[src/rtl/lab3part1_nios2_qsys_0_oci_dct_packer_pkg.sv]
// Shared definitions for the OCI DCT trace packer.
// ATOM_W : width of one trace atom
// SLOTS  : number of atoms one packed word can hold
// BUF_W  : width of the fill buffer / packed word (ATOM_W * SLOTS)
// CNT_W  : width of the atom counters (0..SLOTS)
// fill_state_t : occupancy of the fill buffer
package lab3part1_nios2_qsys_0_oci_dct_packer_pkg;

   localparam int ATOM_W = 2;
   localparam int SLOTS  = 15;
   localparam int BUF_W  = ATOM_W * SLOTS;
   localparam int CNT_W  = 4;

   // EMPTY holds no atoms, FILLING holds 1..14, FULL holds all 15
   typedef enum logic [1:0] {
      EMPTY,
      FILLING,
      FULL
   } fill_state_t;

endpackage

[src/rtl/lab3part1_nios2_qsys_0_oci_dct_outreg.sv]
// Output holding register for packed DCT words.
// Ports:
//   clk, reset       : clock and synchronous active-high reset
//   load             : capture load_word/load_count (only issued when slot_free)
//   load_word/count  : packed word and its atom count from the fill buffer
//   out_ready        : downstream sink accepts the offered word
//   out_valid/word/count : word currently offered downstream
//   slot_free        : register is empty or is being emptied this cycle
module lab3part1_nios2_qsys_0_oci_dct_outreg
   import lab3part1_nios2_qsys_0_oci_dct_packer_pkg::*;
(
   input  logic             clk,
   input  logic             reset,
   input  logic             load,
   input  logic [BUF_W-1:0] load_word,
   input  logic [CNT_W-1:0] load_count,
   input  logic             out_ready,
   output logic             out_valid,
   output logic [BUF_W-1:0] out_word,
   output logic [CNT_W-1:0] out_count,
   output logic             slot_free
);

   // A new word may enter whenever the current one is absent or leaving now,
   // so back-to-back words never need a bubble.
   assign slot_free = !out_valid || out_ready;

   // Hold the offered word stable until the sink takes it; a fresh load
   // replaces it in the same cycle it is consumed. Reset discards any word.
   always_ff @(posedge clk) begin
      if (reset) begin
         out_valid <= 1'b0;
         out_word  <= '0;
         out_count <= '0;
      end else if (load) begin
         out_valid <= 1'b1;
         out_word  <= load_word;
         out_count <= load_count;
      end else if (out_ready) begin
         out_valid <= 1'b0;
      end
   end

endmodule

[src/rtl/lab3part1_nios2_qsys_0_oci_dct_packer.sv]
// OCI DCT trace packer: collects 2-bit trace atoms into a 30-bit word and
// hands full (or flushed) words to a downstream sink.
// Ports:
//   clk, reset          : clock and synchronous active-high reset
//   atom_valid, atom    : incoming trace atom (source cannot stall)
//   flush               : request to emit the partially filled buffer
//   out_ready           : downstream accepts out_word
//   dct_buffer/count    : live fill buffer and number of atoms in it
//   out_valid/word/count: packed word offered downstream
//   drop_cnt            : saturating count of atoms lost while full
//   overflow            : sticky flag, set on the first lost atom
module lab3part1_nios2_qsys_0_oci_dct_packer
   import lab3part1_nios2_qsys_0_oci_dct_packer_pkg::*;
#(
   parameter int DROP_CNT_W = 8
) (
   input  logic                  clk,
   input  logic                  reset,
   input  logic                  atom_valid,
   input  logic [ATOM_W-1:0]     atom,
   input  logic                  flush,
   input  logic                  out_ready,
   output logic [BUF_W-1:0]      dct_buffer,
   output logic [CNT_W-1:0]      dct_count,
   output logic                  out_valid,
   output logic [BUF_W-1:0]      out_word,
   output logic [CNT_W-1:0]      out_count,
   output logic [DROP_CNT_W-1:0] drop_cnt,
   output logic                  overflow
);

   fill_state_t state;
   logic        flush_pending;
   logic        slot_free;
   logic        buf_full;
   logic        buf_empty;
   logic        transfer;

   assign buf_full  = (state == FULL);
   assign buf_empty = (state == EMPTY);

   // Move the buffer out when it is full, or when a flush is outstanding and
   // there is something to flush, provided the holding register can take it.
   assign transfer = slot_free && (buf_full || (flush_pending && !buf_empty));

   lab3part1_nios2_qsys_0_oci_dct_outreg u_outreg (
      .clk        (clk),
      .reset      (reset),
      .load       (transfer),
      .load_word  (dct_buffer),
      .load_count (dct_count),
      .out_ready  (out_ready),
      .out_valid  (out_valid),
      .out_word   (out_word),
      .out_count  (out_count),
      .slot_free  (slot_free)
   );

   // Fill-buffer state machine. On a transfer the buffer restarts empty and an
   // atom arriving in the same cycle becomes atom 0 of the new buffer; a flush
   // in that cycle applies to the new buffer. Otherwise atoms append at the
   // next free slot, and an atom arriving while full is counted as dropped.
   // A pending flush on an empty buffer has nothing to emit and just expires.
   always_ff @(posedge clk) begin
      if (reset) begin
         state         <= EMPTY;
         dct_buffer    <= '0;
         dct_count     <= '0;
         flush_pending <= 1'b0;
         drop_cnt      <= '0;
         overflow      <= 1'b0;
      end else if (transfer) begin
         flush_pending <= flush;
         if (atom_valid) begin
            dct_buffer <= BUF_W'(atom);
            dct_count  <= CNT_W'(1);
            state      <= FILLING;
         end else begin
            dct_buffer <= '0;
            dct_count  <= '0;
            state      <= EMPTY;
         end
      end else begin
         flush_pending <= flush || (flush_pending && !buf_empty);
         if (atom_valid) begin
            if (buf_full) begin
               overflow <= 1'b1;
               if (drop_cnt != '1) begin
                  drop_cnt <= drop_cnt + 1'b1;
               end
            end else begin
               dct_buffer[ATOM_W*int'(dct_count) +: ATOM_W] <= atom;
               dct_count <= dct_count + 1'b1;
               state     <= (dct_count == CNT_W'(SLOTS-1)) ? FULL : FILLING;
            end
         end
      end
   end

endmodule
[config.mk]
export PLATFORM = sky130hd
export DESIGN_NAME = lab3part1_nios2_qsys_0_oci_dct_packer
export DESIGN_NICKNAME = d
export VERILOG_FILES = /design/src/rtl/lab3part1_nios2_qsys_0_oci_dct_packer_pkg.sv /design/src/rtl/lab3part1_nios2_qsys_0_oci_dct_outreg.sv /design/src/rtl/lab3part1_nios2_qsys_0_oci_dct_packer.sv
export SDC_FILE = /design/constraint.sdc
export NUM_CORES = 1
export LEC_CHECK = 0
export CAP_MARGIN = 40
export CORE_MARGIN = 2
export CORE_UTILIZATION = 50
export CTS_CLUSTER_DIAMETER = 80
export DETAILED_ROUTE_END_ITERATION = 6
export HOLD_SLACK_MARGIN = 0.1
export PLACE_DENSITY = 0.81
export RECOVER_POWER = 50
export SYNTH_ARGS = -nofsm -noshare
export SYNTH_HDL_FRONTEND = slang
export SYNTH_SLANG_ARGS = --single-unit
[constraint.sdc]
create_clock -name clk -period 4.97 [get_ports clk]
set_input_delay 0.994 -clock clk [delete_from_list [all_inputs] [get_ports clk]]
set_output_delay 0.994 -clock clk [all_outputs]
set_load 0.02 [all_outputs]
# Yosys cells after proc, flatten, opt, wreduce, memory -nomap -nowiden
# Index checks and enable logic that the tools add are counted.
# op_classes
n_mux,17
shift,2
n_addsub,3
n_bitwise,1
n_reduce_logical,13
n_eq_ne,4
# op_table
cell,n
$mux W30,3
$neg A5 Y33,1
$shift A2 B33 Y30 const A,1
$shiftx A2 B33 Y30,1
$bwmux W30,1
$mux W4,3
$mux W2,5
$add A8 B1 Y8 const B,1
$ne A8 B8 Y1 const B,1
$mux W1,5
$add A4 B1 Y4 const B,1
$eq A4 B4 Y1 const B,1
$reduce_and A4 Y1,1
$reduce_bool A2 Y1,2
$logic_or A1 B1 Y1,3
$reduce_and A3 Y1,1
$eq A2 B2 Y1 const B,1
$logic_and A1 B1 Y1,2
$logic_not A1 Y1,2
$logic_not A2 Y1,1
$ne A2 B1 Y1 const B,1
$reduce_and A2 Y1,1
$not A1 Y1,1
# word_totals
in_bits,7
reg_bits,81
output_inout_bits,78

# Logic depth before layout (Yosys ltp)
# depth
ltp_word,7
depth_mapped,8
mapped_depth_nobuf,7

# Hierarchy
# Synthesis repeated with hierarchy kept, for this count alone.
# unflattened
cells_unflattened,382
area_unflattened_um2,3681.0
# modules_own_cells
module,area_each_um2,instances,cells_per_inst,seq_area_each_um2
lab3part1_nios2_qsys_0_oci_dct_packer,2408.6,1,268,920.9
lab3part1_nios2_qsys_0_oci_dct_outreg,1272.5,1,114,700.7

# Least setup slack after synthesis
# OpenSTA, ideal clock, no wires.
# synth_timing
path_kind,in2reg
startpoint,in atom_valid
endpoint,reg drop_cnt[4]
setup_slack_ps,2810
arrival_time_ps,2032
path_buffers,1
setup_time_ps,128
required_time_ps,4842
path_stages,5
cell_sequence,buf_2 > nand4b_1 > nor4b_1 > xnor2_1 > nor2_1
# synth_via
elab_chain_cells,1
# synth_lines
element,line,rtl
start: declaration,lab3part1_nios2_qsys_0_oci_dct_packer.sv:19,"input logic atom_valid,"
$reduce_and A4 Y1 (no line),n/a,
end signal: assignment,lab3part1_nios2_qsys_0_oci_dct_packer.sv:89,drop_cnt <= drop_cnt + 1'b1;
end: declaration,lab3part1_nios2_qsys_0_oci_dct_packer.sv:28,"output logic [DROP_CNT_W-1:0] drop_cnt,"
# No other way between the ends.
# A chain may end at the register's enable or synchronous reset.

# Worst setup path in the final report
# layout_timing
startpoint,in out_ready
endpoint,reg dct_buffer[27]
# layout_via
elab_chain_cells,4
elab_cells_between_ends,6
classes_between,eq/ne (1); mux (1); reduce/logical (4)
# layout_lines
element,line,rtl
start: declaration,lab3part1_nios2_qsys_0_oci_dct_packer.sv:22,"input logic out_ready,"
$logic_or A1 B1 Y1 *,lab3part1_nios2_qsys_0_oci_dct_outreg.sv:26,assign slot_free = !out_valid || out_ready;
$logic_and A1 B1 Y1 *,lab3part1_nios2_qsys_0_oci_dct_packer.sv:44,assign transfer = slot_free && (buf_full || (flush_pending && !buf_empty));
$ne A2 B1 Y1 (no line) / $reduce_bool A2 Y1 (equally long branches),n/a,
$reduce_and A2 Y1 (no line),n/a,
end signal: assignment,lab3part1_nios2_qsys_0_oci_dct_packer.sv:75,dct_buffer <= BUF_W'(atom);
end signal: indexed assignment,lab3part1_nios2_qsys_0_oci_dct_packer.sv:92,dct_buffer[ATOM_W*int'(dct_count) +: ATOM_W] <= atom;
end: declaration,lab3part1_nios2_qsys_0_oci_dct_packer.sv:23,"output logic [BUF_W-1:0] dct_buffer,"
# Every way passes the cells marked *; elsewhere a longest branch is shown, timed or not.

==> flow_summary.json <==
{
  "skew_ns": 0.005592,
  "layout.nets": 486,
  "htreeDepth": 3,
  "async_flop_share": 0,
  "ys_ff_latch": 81,
  "period_share": 0.5608,
  "multi_input_area_um2": 1612,
  "leakagePower_nw": 1.692,
  "slew_headroom": 0.4912,
  "drt-pass1-iter-count": 4,
  "cts_tree": "built",
  "coreArea_um2": 6422,
  "post_cts_buffers": 0,
  "io_pins": 85,
  "grt_antenna_before_repair": 0,
  "drive_gt1_frac": 0.06080,
  "ys_warn_count": 0,
  "io_buffers": 84,
  "critical_path_arrival_ns": 3.06,
  "synth_edf_count": 0,
  "ys_types": 41,
  "path_max_fanout": 17,
  "cts_sinks": 81,
  "synth_area_um2": 3356,
  "rows": 29,
  "timing.final.hold_violations": 0,
  "final.min_clock_period_ns": 2.787,
  "fmax_mhz": 358.8,
  "post_drt_via_cell_ratio": 5.406,
  "timing.hold.ws_ns": 0.4424,
  "register_area_um2": 1622,
  "grt_pass1_vias": 2820,
  "power_density_nw_per_um2": 294.4,
  "postRouteWirelength_um": 7904,
  "end_kind": "register",
  "grt_max_degree": 41,
  "start_util": 0.5225,
  "path_clk_slew_ns": 0.08,
  "mostFrequentLayoutCell": "nand2_1",
  "max_cap_violations": 0,
  "syn_avg_cell_area_um2": 8.474,
  "rsz0062_at_grt": "no",
  "status": "complete, no violations",
  "setup_tns_ns": 0,
  "syn_nets": 410,
  "die_w_um": 85.93,
  "finalMaxSlewViolations": 0,
  "overflow": 0,
  "numCtsBuffers": 9,
  "netlist_instances": 396,
  "setup_viol": 0,
  "insertion_delay_ns": 0.34,
  "cts_max_path_buffers": 2,
  "worstPathRequired_ns": 5.24,
  "hpwlAfterDp_um": 5610,
  "wire_per_inst_um": 14.27,
  "antenna_left": 0,
  "nFillCells": 511,
  "synth_top_flop_cell": "dfxtp_1",
  "cts_root_buf": "clkbuf_8",
  "syn_to_final_growth_pct": 33.67,
  "grt_pass1_wl_um": 13070,
  "grt_use_total": 0.2196,
  "diodes": 0,
  "die_h_um": 85.93,
  "cts_resized": 0,
  "min_path_type": "reg2reg",
  "yosysSeqAreaShare": 0.4832,
  "layout_common_cells": "nand2_1 (95), dfxtp_1 (81), dlygate4sd3_1 (59)",
  "routed-via-count": 2995,
  "place_congestion": 0.8439,
  "criticalPathCategory": "in2reg",
  "drt_iter0_markers": 124,
  "die-area_um2": 7383,
  "worstSetupStartpointType": "primary input",
  "hold_buffers": 0,
  "ir_drop_v": 0.0002240,
  "worstMarginPinSlew_ns": 0.7632,
  "drc": 0
}
cell type report:
type | instances | share of cell area
well taps | 77 | 0.02148
clock buffers | 11 | 0.03152
multi-input cells | 284 | 0.3593
clock inverters | 5 | 0.02287
repair buffers | 87 | 0.1958
inverters | 9 | 0.007531
flip-flops and latches | 81 | 0.3615
sequential cells by signal, summed over array words and instances, names as in the netlist:
register,cells
dct_buffer,30
u_outreg.out_word,30
drop_cnt,8
dct_count,4
u_outreg.out_count,4
state,2
flush_pending,1
overflow,1
u_outreg.out_valid,1
power by group:
group,internal (W),switching (W),leakage [nW],total [W]
Clock,0.000347,0.000226,0.120,0.000573
Combinational,0.0000291,0.0000587,0.919,0.0000879
Sequential,0.000652,0.00000731,0.653,0.000660
Total,0.00103,0.000292,1.69,0.00132
cells in the mapped netlist, types with 2 or more instances:
| cell type | n | area [um^2] |
|---|---|---|
| nand2_1 | 95 | 356.6 |
| dfxtp_1 | 81 | 1622 |
| a21oi_1 | 43 | 215.2 |
| nor2_1 | 32 | 120.1 |
| mux2i_1 | 19 | 190.2 |
| nand3_1 | 13 | 65.06 |
| nand2b_1 | 11 | 68.82 |
| clkbuf_1 | 10 | 37.54 |
| inv_1 | 9 | 33.78 |
| buf_2 | 7 | 35.03 |
| ha_1 | 7 | 87.58 |
| nor3_1 | 7 | 35.03 |
| nor4_1 | 7 | 43.79 |
| xnor2_1 | 6 | 52.55 |
| buf_1 | 5 | 18.77 |
| nand4_1 | 5 | 31.28 |
| o21ai_0 | 5 | 25.02 |
| a32o_1 | 4 | 40.04 |
| a31oi_1 | 3 | 18.77 |
| a211oi_1 | 2 | 15.01 |
| a22oi_1 | 2 | 15.01 |
| nor4b_1 | 2 | 17.52 |
| o31ai_2 | 2 | 25.02 |
| o32ai_1 | 2 | 17.52 |
cell families (layout without fill, tap and decap cells):
logic type | after synthesis | in the layout | synth area share
flip-flops | 81 | 81 | 0.4832
XOR/XNOR | 8 | 8 | 0.02312
multiplexers | 20 | 20 | 0.06003
AO/OA/AOI/OAI | 68 | 68 | 0.1245
adder cells (fa/ha/maj) | 7 | 7 | 0.02610
buffers and inverters | 31 | 112 | 0.03729
AND/OR/NAND/NOR | 181 | 181 | 0.2457
critical path: stages:
cell	delay (ns)
dlygate4sd3_1	0.55
nand2b_1	0.22
a21oi_2	0.65
and3_1	0.34
nand3_1	0.13
mux2i_1	0.18
worst paths after layout:
path | startpoint | slack (ns) | endpoint | cells past startpoint
worst max-delay path | out_ready | 2.18 | dct_buffer[27]$_SDFFE_PP0P_ | 6
worst min-delay path | overflow$_SDFFE_PP0P_ | 0.44 | overflow$_SDFFE_PP0P_ | 2
worst max register to register | dct_count[0]$_SDFFE_PP0P_ | 2.48 | dct_buffer[8]$_SDFFE_PP0P_ | 7
worst min register to register | overflow$_SDFFE_PP0P_ | 0.44 | overflow$_SDFFE_PP0P_ | 2
metrics by stage:
step	total power [W]	instance area [um^2]	utilization	setup slack, ns	instances
final	0.001321	4486	0.6984	2.183	554
after CTS	0.001333	4486	0.6984	2.177	554
after floorplan	0.0007351	3356	-	2.810	396
after global routing	0.001370	4486	0.6984	2.026	554
after global placement	0.0007584	4214	0.6561	2.011	537
after detailed placement	0.0007621	4242	0.6604	1.960	538
metal layers:
layer	global-route usage	vias up	wire length, um
li1	-	1501	-
met1	0.2819	1392	3584
met2	0.3601	92	3773
met3	0.04427	10	433
met4	0.09091	0	112
met5	0	-	0
No activity file was read; power rests on OpenSTA's default activity.
